[src/rtl/ntlm_candidate_gen.sv]
// Brute-force candidate enumerator for the NTLM core.
// An odometer walks CHAR_LO..CHAR_HI for every length from min_len to max_len.
module ntlm_candidate_gen #(
  parameter logic [7:0] CHAR_LO = 8'h61,
  parameter logic [7:0] CHAR_HI = 8'h7A,
  parameter int         CNT_W   = 32
) (
  input  logic             clk,
  input  logic             n_rst,
  input  logic             start,
  input  logic             stop,
  input  logic [3:0]       min_len,
  input  logic [3:0]       max_len,
  input  logic             ready,
  output logic             valid,
  output logic [0:127]     instr,
  output logic [0:3]       length,
  output logic             busy,
  output logic             done,
  output logic [CNT_W-1:0] count
);

  typedef enum logic [1:0] {
    S_IDLE,
    S_RUN,
    S_FIN
  } state_e;

  state_e           state_q, state_d;
  logic [3:0]       len_q, len_d;
  logic [3:0]       max_q, max_d;
  logic [7:0]       chr_q [16];
  logic [7:0]       chr_d [16];
  logic [CNT_W-1:0] cnt_q, cnt_d;
  logic             carry;
  logic [3:0]       lo_len;

  always_ff @(posedge clk) begin
    if (!n_rst) begin
      state_q <= S_IDLE;
      len_q   <= '0;
      max_q   <= '0;
      cnt_q   <= '0;
      for (int i = 0; i < 16; i++) chr_q[i] <= '0;
    end else begin
      state_q <= state_d;
      len_q   <= len_d;
      max_q   <= max_d;
      cnt_q   <= cnt_d;
      chr_q   <= chr_d;
    end
  end

  always_comb begin
    state_d = state_q;
    len_d   = len_q;
    max_d   = max_q;
    cnt_d   = cnt_q;
    chr_d   = chr_q;
    carry   = 1'b0;
    lo_len  = (min_len == 4'd0) ? 4'd1 : min_len;
    unique case (state_q)
      S_RUN: begin
        if (ready) begin
          cnt_d = (&cnt_q) ? cnt_q : cnt_q + CNT_W'(1);
          carry = 1'b1;
          for (int i = 0; i < 16; i++) begin
            if (carry && i < int'(len_q)) begin
              if (chr_q[i] == CHAR_HI) begin
                chr_d[i] = CHAR_LO;
              end else begin
                chr_d[i] = chr_q[i] + 8'd1;
                carry    = 1'b0;
              end
            end
          end
          if (carry) begin
            if (len_q < max_q) begin
              len_d = len_q + 4'd1;
              for (int i = 0; i < 16; i++)
                if (i <= int'(len_q)) chr_d[i] = CHAR_LO;
            end else begin
              state_d = S_FIN;
            end
          end
        end
        // Abort drops the pending candidate; an accept on the same edge still counts
        if (stop) begin
          state_d = S_IDLE;
          len_d   = len_q;
          chr_d   = chr_q;
        end
      end
      default: begin
        if (start) begin
          max_d = max_len;
          cnt_d = '0;
          for (int i = 0; i < 16; i++) chr_d[i] = '0;
          if (lo_len > max_len || max_len == 4'd0) begin
            state_d = S_FIN;
            len_d   = '0;
          end else begin
            state_d = S_RUN;
            len_d   = lo_len;
            for (int i = 0; i < 16; i++)
              if (i < int'(lo_len)) chr_d[i] = CHAR_LO;
          end
        end
      end
    endcase
  end

  always_comb begin
    valid  = (state_q == S_RUN);
    busy   = (state_q == S_RUN);
    done   = (state_q == S_FIN);
    length = len_q;
    count  = cnt_q;
    instr  = '0;
    for (int i = 0; i < 16; i++) instr[8*i +: 8] = chr_q[i];
  end

endmodule

[config.mk]
export PLATFORM = sky130hd
export DESIGN_NAME = ntlm_candidate_gen
export DESIGN_NICKNAME = d
export VERILOG_FILES = /design/src/rtl/ntlm_candidate_gen.sv
export SDC_FILE = /design/constraint.sdc
export NUM_CORES = 1
export LEC_CHECK = 0
export ABC_AREA = 1
export ABC_CLOCK_PERIOD_IN_PS = 3600
export CAP_MARGIN = 15
export CORE_UTILIZATION = 35
export DETAILED_ROUTE_END_ITERATION = 6
export PLACE_DENSITY = 0.67
export SYNTH_ARGS = -nofsm -noshare
export SYNTH_HDL_FRONTEND = slang
export SYNTH_SLANG_ARGS = --single-unit
[constraint.sdc]
create_clock -name clk -period 3.6 [get_ports clk]
set_clock_uncertainty 0.05 [all_clocks]
set_input_delay 1.08 -clock clk [delete_from_list [all_inputs] [get_ports clk]]
set_output_delay 1.08 -clock clk [all_outputs]
set_load 0.005 [all_outputs]
; Word level (Yosys, flattened, before mapping)
; Index checks and enable logic that the tools add are counted.
; W data, S select, Z words.
[word_totals]
ff_bits = 170
output_inout_bits = 167
wordCells = 282
[classes]
bitwise = 1
add_sub_neg = 17
mux = 146
magnitude_cmp = 47
eq_ne = 26
n_reduce_logical = 25
[ops]
columns = cell, n
row1 = $mux W128, 6
row2 = $mux W8, 45
row3 = $mux W32, 4
row4 = $add A8 B1 Y8 const B, 15
row5 = $eq A8 B7 Y1 const B, 15
row6 = $mux W119, 1
row7 = $mux W7, 15
row8 = $mux W1, 60
row9 = $lt A4 B4 Y1 const A, 14
row10 = $add A32 B1 Y32 const B, 1
row11 = $le A4 B4 Y1 const A, 8
row12 = $lt A3 B4 Y1 const A, 8
row13 = $mux W4, 8
row14 = $reduce_and A32 Y1, 1
row15 = $le A3 B4 Y1 const A, 4
row16 = $lt A1 B4 Y1 const A, 4
row17 = $lt A2 B4 Y1 const A, 4
row18 = $logic_and A1 B1 Y1, 14
row19 = $mux W2, 7
row20 = $le A2 B4 Y1 const A, 2
row21 = $logic_not A4 Y1, 2
row22 = $ne A2 B1 Y1 const B, 3
row23 = $ne A2 B2 Y1 const B, 3
row24 = $ne A3 B3 Y1 const B, 2
row25 = other kinds (15), 16

; Logic depth before layout (Yosys ltp)
; Gate-level depths: netlist of run 1.
[depth]
word_depth = 65
depth_mapped = 23

; Least setup slack after synthesis of run 1
; OpenSTA, ideal clock, no wires.
[synth_path]
path_kind = reg2reg
startpoint = reg len_q[0] (netlist: length[3])
endpoint = reg chr_q, in the netlist instr[72]
t_required_ps = 3418
stages_incl_launch_ff = 21
t_arrival_ps = 2940
path_buffers = 1
setup_time_ps = 132
slack_ps = 477
path_cell_list = dfxtp_1 > inv_1 > ha_1 > nand2_2 > nand2_2 > o21ai_1 > a21oi_2 > o221ai_2 > a21oi_2 > o221ai_1 > a21oi_2 > o221ai_2 > a21oi_4 > o221ai_2 > a21oi_2 > nand2_1 > buf_2 > nor2_1 > nand2_1 > nand2_1 > a21oi_1
[synth_between]
elab_chain_len = 64
elab_cells_between_ends = 97
[synth_rtl]
columns = item, line
row1 = start: declaration, 30  ; logic [3:0] len_q, len_d;
row2 = start signal: assignment, 47  ; len_q <= len_d;
row3 = $lt A1 B4 Y1, 68  ; if (carry && i < int'(len_q)) begin
row4 = $mux W1, 68
row5 = $mux W1, 64  ; if (ready) begin
row6 = $mux W1, 62  ; unique case (state_q)
row7 = $mux W1 or $logic_and A1 B1 Y1 (tied branches), "69, 68"
row8 = $mux W1, 68
row9 = $mux W1, 64
row10 = $mux W1, 62
row11 = [... 48 more ...], --
row12 = $mux W1 or $logic_and A1 B1 Y1 (tied branches), "69, 68"
row13 = $mux W1, 68
row14 = $mux W1, 64
row15 = $mux W1, 62
row16 = $mux W128 *, 77  ; if (carry) begin
row17 = $mux W128 *, 64
row18 = $mux W128 *, 88  ; if (stop) begin
row19 = $mux W128 *, 62
row20 = end signal: assignment, 50  ; chr_q <= chr_d;
row21 = end: declaration, 32  ; logic [7:0] chr_q [16];
; Every way passes the cells marked *; elsewhere a longest branch is shown, timed or not. The select of a mux whose other input is x is not followed.
; A chain may end at the register's enable or synchronous reset.

; Worst setup path in the final report of run 1
[layout_path]
startpoint = reg chr_q, in the netlist instr[15]
endpoint = reg chr_q, in the netlist instr[64]
[layout_between]
elab_chain_len = 61
elab_cells_between_ends = 77
[layout_rtl]
columns = item, line
row1 = $eq A8 B7 Y1 *, 69  ; if (chr_q[i] == CHAR_HI) begin
row2 = $mux W1 *, 69
row3 = $mux W1 *, 68
row4 = $mux W1 *, 64
row5 = $mux W1 *, 62
row6 = $mux W1 or $logic_and A1 B1 Y1 (tied branches), "69, 68"
row7 = $mux W1 *, 68
row8 = $mux W1 *, 64
row9 = [... 45 more ...], --
row10 = $mux W1 or $logic_and A1 B1 Y1 (tied branches), "69, 68"
row11 = $mux W1, 68
row12 = $mux W1, 64
row13 = $mux W1, 62
row14 = $mux W128 *, 77
row15 = $mux W128 *, 64
row16 = $mux W128 *, 88
row17 = $mux W128 *, 62
; Marks and branches as above.

==> results of run 1 <==
==> where the power goes <==
part	internal [mW]	switching [mW]
registers	1.91	0.134
clock network	0.911	0.832
logic	0.736	1.09
==> logic make-up (layout without fill, tap and decap cells) <==
| kind of cell | count (synthesis) | after routing | share of synthesized area |
|---|---|---|---|
| AO/OA/AOI/OAI | 459 | 459 | 0.238 |
| XOR/XNOR | 50 | 50 | 0.0402 |
| adder cells (fa/ha/maj) | 41 | 41 | 0.0471 |
| buffers and inverters | 274 | 517 | 0.0997 |
| flip-flops | 163 | 163 | 0.300 |
| multiplexers | 1 | 1 | 0.000920 |
| other | 1 | 5 | 0.000345 |
| AND/OR/NAND/NOR | 712 | 712 | 0.274 |
==> synthesized netlist by cell type, types with 5 or more instances <==
library cell,instances
a211oi_1,6
a21oi_1,187
a22oi_1,17
a31oi_1,5
buf_1,8
buf_4,8
clkbuf_1,41
dfxtp_1,163
ha_1,41
inv_1,204
nand2_1,368
nand3_1,98
nand4_1,19
nor2_1,167
nor3_1,35
nor4_1,6
o211ai_1,6
o21ai_0,150
o21ai_1,18
o21bai_1,13
o22ai_1,20
o31ai_1,7
xnor2_1,21
xor2_1,29
==> area by class of cell <==
type	instances	area, um2
repair buffers	274	2520
multi-input cells	1268	6660
flip-flops and latches	163	3260
well taps	396	495
fillers	3079	16300
inverters	211	792
clock inverters	13	103
clock buffers	19	443
==> per-stage QoR <==
| step | area, um2 | cells |
|---|---|---|
| floorplan | 10900 | 1705 |
| global route | 14300 | 2344 |
| global placement | 13600 | 2309 |
| CTS | 14100 | 2341 |
| detailed placement | 13600 | 2309 |
| finish | 14300 | 2344 |
==> flip-flops by register name, indices dropped and copies added, names as in the netlist <==
register  flops
count        32
instr       121
length        4
max_q         4
state_q       2
==> routing by layer <==
| layer | vias up | part of all wire | GRT usage |
|---|---|---|---|
| met2 | 437 | 0.46 | 0.362 |
| met4 | 2 | 0.022 | 0.0720 |
| li1 | 6142 | - | - |
| met3 | 56 | 0.061 | 0.0405 |
| met5 | - | 0.00037 | 0 |
| met1 | 5613 | 0.45 | 0.296 |
==> repair_timing <==
action / in CTS / in global routing
setup endpoints to repair: 0 / 104
setup buffers: 0 / 3
gates resized for setup: 0 / 31
hold buffers: 0 / 0
==> critical path, delay by kind of cell (launching register included) <==
kind	cells	cell delay (ns)
compound gates	11	1.68
simple gates	6	0.70
buf+inv	4	0.38
flops	1	0.32
fa+ha+maj	1	0.16
==> final timing paths <==
| kind | slack, ns | end | start |
|---|---|---|---|
| worst max-delay path | 0.16 | instr[64] | instr[15] |
| worst min-delay path | 0.42 | max_q[1] | max_q[1] |
| worst max register to register | 0.16 | instr[64] | instr[15] |
| worst min register to register | 0.42 | max_q[1] | max_q[1] |
==> flow_metrics.py, run 1 <==
metrics = {
    "setup_path": {
        "cp.required_ns": 3.82,
        "slowest_delay_ns": 0.32,
        "reg2reg_depth": 22,
        "crit_path_cell_trace": "inv_2 > ha_1 > nand2_1 > inv_1 > nand2_1 > nor2_4 > o21ai_4 > a21oi_2 > o221ai_2 > a21oi_2 > o221ai_2 > a21oi_2 > o221ai_4 > a21oi_4 > o221ai_4 > a21oi_2 > nand2_2 > inv_1 > buf_12 > nand2_1 > nand3_1 > a21oi_1",
        "arrival_ns": 3.66,
        "worst_path_most_repeated_cell": "a21oi_2",
        "crit_fanout": 9,
        "endpoint_kind": "register",
        "worst_setup_path_start_kind": "register",
        "critical_path_class": "register to register",
        "slowest_stage": "dfxtp_1",
    },
    "clock_network": {
        "clkLatencyLatePin_ns": 0.44,
        "root_buffer": "clkbuf_16",
        "cts.clk_slew.worst_paths_ns": 0.07,
        "cts_tree": "built",
        "numCtsBuffers": 17,
        "cts.htree.levels": 4,
        "cts_num_sinks": 163,
        "cts_buffer_depth": 2,
    },
    "detailed_routing": {
        "vias": 12250,
        "first_pass_iters": 5,
        "wirelength_um": 35400,
        "drc": 0,
        "drt_iter0_drc": 1039,
        "avgViaCountPerCell": 5.23,
        "antenna_left": 0,
        "wl_per_cell_um": 15.1,
    },
    "logic_synthesis": {
        "synth_area_per_cell_um2": 6.40,
        "yosysSeqAreaShare": 0.300,
        "synth_top_area_share": 0.300,
        "synth_area_um2": 10900,
        "synthFlopType": "dfxtp_1",
        "yosys_register_bits": 163,
        "synthArstFlopShare": 0,
        "synth_top_area_cell": "dfxtp_1",
        "ys_types": 56,
        "ys_top_cells_by_area": "dfxtp_1 30%, nand2_1 13%, a21oi_1 8.6%",
        "synth_edf_count": 0,
        "synthCells": 1701,
        "yosysWarnings": 0,
    },
    "die": {
        "die_height_um": 178,
        "io_pins": 180,
        "core_region_area_um2": 30600,
        "rows": 64,
        "initial_utilization": 0.356,
        "chipWidth_um": 178,
        "die-area_um2": 31800,
    },
    "sta": {
        "slew_violations": 0,
        "setup_viol": 0,
        "rsz0062_at_grt": "yes",
        "hold_violations": 0,
        "tns_ns": 0,
        "period_needed_ns": 3.44,
        "max_freq_mhz": 291,
        "min_period_over_period": 0.955,
        "hold_slack_ns": 0.418,
        "worst_slew_pin_slew_ns": 0.968,
        "slew-limit-headroom": 0.355,
        "worst_slack_ns": 0.161,
    },
    "power_and_ir_drop": {
        "power.density_nw_per_um2": 394,
        "vdd_ir_drop_max_mv": 0.319,
        "p_total_mw": 5.62,
        "p_leak_nw": 5.29,
    },
    "finish": {
        "final_nets": 1989,
        "post-route-util": 0.467,
        "syn_to_final_growth_pct": 31.2,
        "diodes": 0,
        "drive_gt1_frac": 0.0939,
        "layout_common_cells": "360 x nand2_1, 202 x inv_1, 186 x a21oi_1",
        "final_common_cell": "nand2_1",
    },
    "place": {
        "dp_worst_setup_slack_ns": 0.0450,
        "hpwl_um": 26300,
        "io_buffers": 174,
        "gp_congestion": 0.967,
    },
    "run_status": {
        "status": "finished, final reports clean",
    },
    "grt": {
        "grt_pass1_vias": 11136,
        "grt_pass1_wl_um": 56700,
        "grt_overflow": 0,
        "grt_max_degree": 82,
        "antenna_found_initial": 1,
        "track_usage": 0.223,
    },
    "flow_run": {
        "maxCapViolCount": 0,
    },
    "worst_hold_path": {
        "hp-class": "register to register",
        "holdPathStages": 2,
    },
}
(Power assumes the default switching activity.)
==> run 2, diff against run 1 <==
ABC_CLOCK_PERIOD_IN_PS = 3700   (was 3600)
PLACE_DENSITY = unset   (was 0.67)
PLACE_DENSITY_LB_ADDON = 0.15   (was unset)
clock period = 3.7 ns   (was 3.6 ns; I/O delays follow)
==> flow_metrics.py, run 2 (same netlist as run 1, synthesis figures left out) <==
metrics = {
    "power_and_ir_drop": {
        "sw_frac_of_total": 0.380,
        "p_sw_mw": 2.13,
        "p_leak_nw": 5.33,
        "p_seq_frac": 0.356,
        "power.density_nw_per_um2": 391,
        "pwr-share-clk": 0.333,
        "vdd_ir_drop_max_mv": 0.332,
        "p_total_mw": 5.59,
        "p_int_mw": 3.46,
        "p_comb_frac": 0.312,
    },
    "detailed_routing": {
        "drc": 0,
        "wl_per_cell_um": 15.7,
        "vias": 12168,
        "wirelength_um": 36800,
        "drt_iter0_drc": 820,
        "first_pass_iters": 6,
        "antenna_left": 0,
        "avgViaCountPerCell": 5.19,
    },
    "clock_network": {
        "cts.clk_slew.worst_paths_ns": 0.08,
        "numCtsBuffers": 17,
        "cts_tree": "built",
        "cts_num_sinks": 163,
        "cts_buffer_depth": 2,
        "root_buffer": "clkbuf_16",
        "clkLatencyLatePin_ns": 0.45,
        "cts.htree.levels": 4,
    },
    "finish": {
        "nFillCells": 3148,
        "largest_register_ffs": 121,
        "drive_gt1_frac": 0.0863,
        "syn_to_final_growth_pct": 31.3,
        "layout_common_cells": "365 x nand2_1, 204 x inv_1, 185 x a21oi_1",
        "final_nets": 1987,
        "post-route-util": 0.467,
        "stdcell_count": 2343,
        "final_common_cell": "nand2_1",
        "fin_area_um2": 14300,
    },
    "sta": {
        "max_freq_mhz": 286,
        "tns_ns": 0,
        "hold_slack_ns": 0.430,
        "worst_slack_ns": 0.204,
        "worst_slew_pin_slew_ns": 0.986,
        "setup_viol": 0,
        "rsz0062_at_grt": "yes",
        "slew-limit-headroom": 0.336,
        "period_needed_ns": 3.50,
        "hold_violations": 0,
        "min_period_over_period": 0.945,
        "slew_violations": 0,
    },
    "setup_path": {
        "critical_path_class": "register to register",
        "r2r_start": "instr[7]",
        "worst_setup_path_start_kind": "register",
        "endpoint_kind": "register",
        "rrSetupSlack_ns": 0.20,
        "crit_fanout": 6,
        "arrival_ns": 3.76,
        "r2r-end": "instr[19]",
        "reg2reg_depth": 22,
        "cp.required_ns": 3.96,
    },
    "die": {
        "rows": 64,
        "io_pins": 180,
        "core_region_area_um2": 30600,
        "die_height_um": 178,
        "initial_utilization": 0.356,
        "chipWidth_um": 178,
        "die-area_um2": 31800,
    },
    "worst_hold_path": {
        "hp-start": "max_q[3]",
        "holdPathStages": 2,
        "whs_endpoint": "max_q[3]",
        "hp-class": "register to register",
    },
    "grt": {
        "grt_max_degree": 82,
        "grt_pass1_vias": 11046,
        "grt_overflow": 0,
        "grt_pass1_wl_um": 58500,
        "antenna_found_initial": 1,
        "track_usage": 0.231,
    },
    "flow_run": {
        "maxCapViolCount": 0,
    },
    "place": {
        "placed_area_um2": 13600,
        "dp_worst_setup_slack_ns": -0.0863,
        "dp.cells": 2308,
        "gp_congestion": 0.896,
        "io_buffers": 174,
        "hpwl_um": 27300,
    },
    "run_status": {
        "status": "finished, final reports clean",
    },
}
[run 2: changes by cell type in the layout (fill, tap and decap cells not counted), moves of 2 or more]
cell        delta
clkinvlp_4     -5
clkinv_8       +5
nand2_2        -5
nor2_1         +3
inv_2          -2
clkinv_2       -2
nand2_1        +5
inv_8          +3
o21ai_0        +2
nor2_2         -2
buf_4          -2
inv_1          +2
[run 2: power groups by stage]
stage / logic (mW) / clock network (mW) / registers [mW]
global placement: 1.69 / 0 / 2.02
detailed placement: 1.70 / 0 / 2.03
finish: 1.74 / 1.86 / 1.99
global route: 1.91 / 1.97 / 2.00
CTS: 1.71 / 1.89 / 1.99
floorplan: 0.920 / 0 / 2.02
[run 2: how the worst max path moves through the flow]
| stage | cells after the start | from | slack (ns) | end |
|---|---|---|---|---|
| final | 22 | instr[7] | 0.20 | instr[19] |
| after floorplan | 20 | length[3] | 0.58 | instr[72] |
| after detailed placement | 15 | min_len[1] | -0.09 | instr[119] |
| after global routing | 22 | instr[7] | -0.07 | instr[78] |
| after global placement | 15 | min_len[1] | -0.01 | instr[113] |
| after CTS | 18 | instr[39] | 0.17 | instr[19] |
[run 2: cell type report]
cell class	instances	area [um2]	share of cell area
clock inverter	15	186	0.0130
multi-input combinational	1268	6610	0.463
clock buffer	17	425	0.0298
timing repair buffer	272	2510	0.176
antenna	1	2.50	0.000175
tap	396	495	0.0347
inverter	211	792	0.0554
sequential	163	3260	0.228
[run 2: routing by layer]
layer  vias to the layer above  GRT usage  share of wire
li1                       6116          -              -
met1                      5654      0.325           0.48
met2                       364      0.369           0.45
met3                        34     0.0324          0.055
met4                         0     0.0565          0.015
met5                         -          0              0
[run 2: worst max-delay path: stages (launching register included)]
cell,delay [ns]
dfxtp_1,0.31
inv_1,0.08
ha_1,0.15
nand2_1,0.05
nor2_1,0.08
nand2_1,0.08
nand2_2,0.09
o21ai_1,0.10
a21oi_2,0.19
o221ai_2,0.14
a21oi_2,0.18
o221ai_1,0.16
a21oi_2,0.25
o221ai_2,0.19
a21oi_4,0.20
o221ai_4,0.13
a21oi_2,0.16
nand2_2,0.08
inv_1,0.13
buf_4,0.19
nand2_1,0.17
nand3_1,0.12
a21oi_1,0.06
[run 2: timing repair]
item                       4_1_cts  5_1_grt
setup endpoints to repair        0       85
hold buffers                     0        0
gates resized for setup          0        9
buffers inserted                 0        2
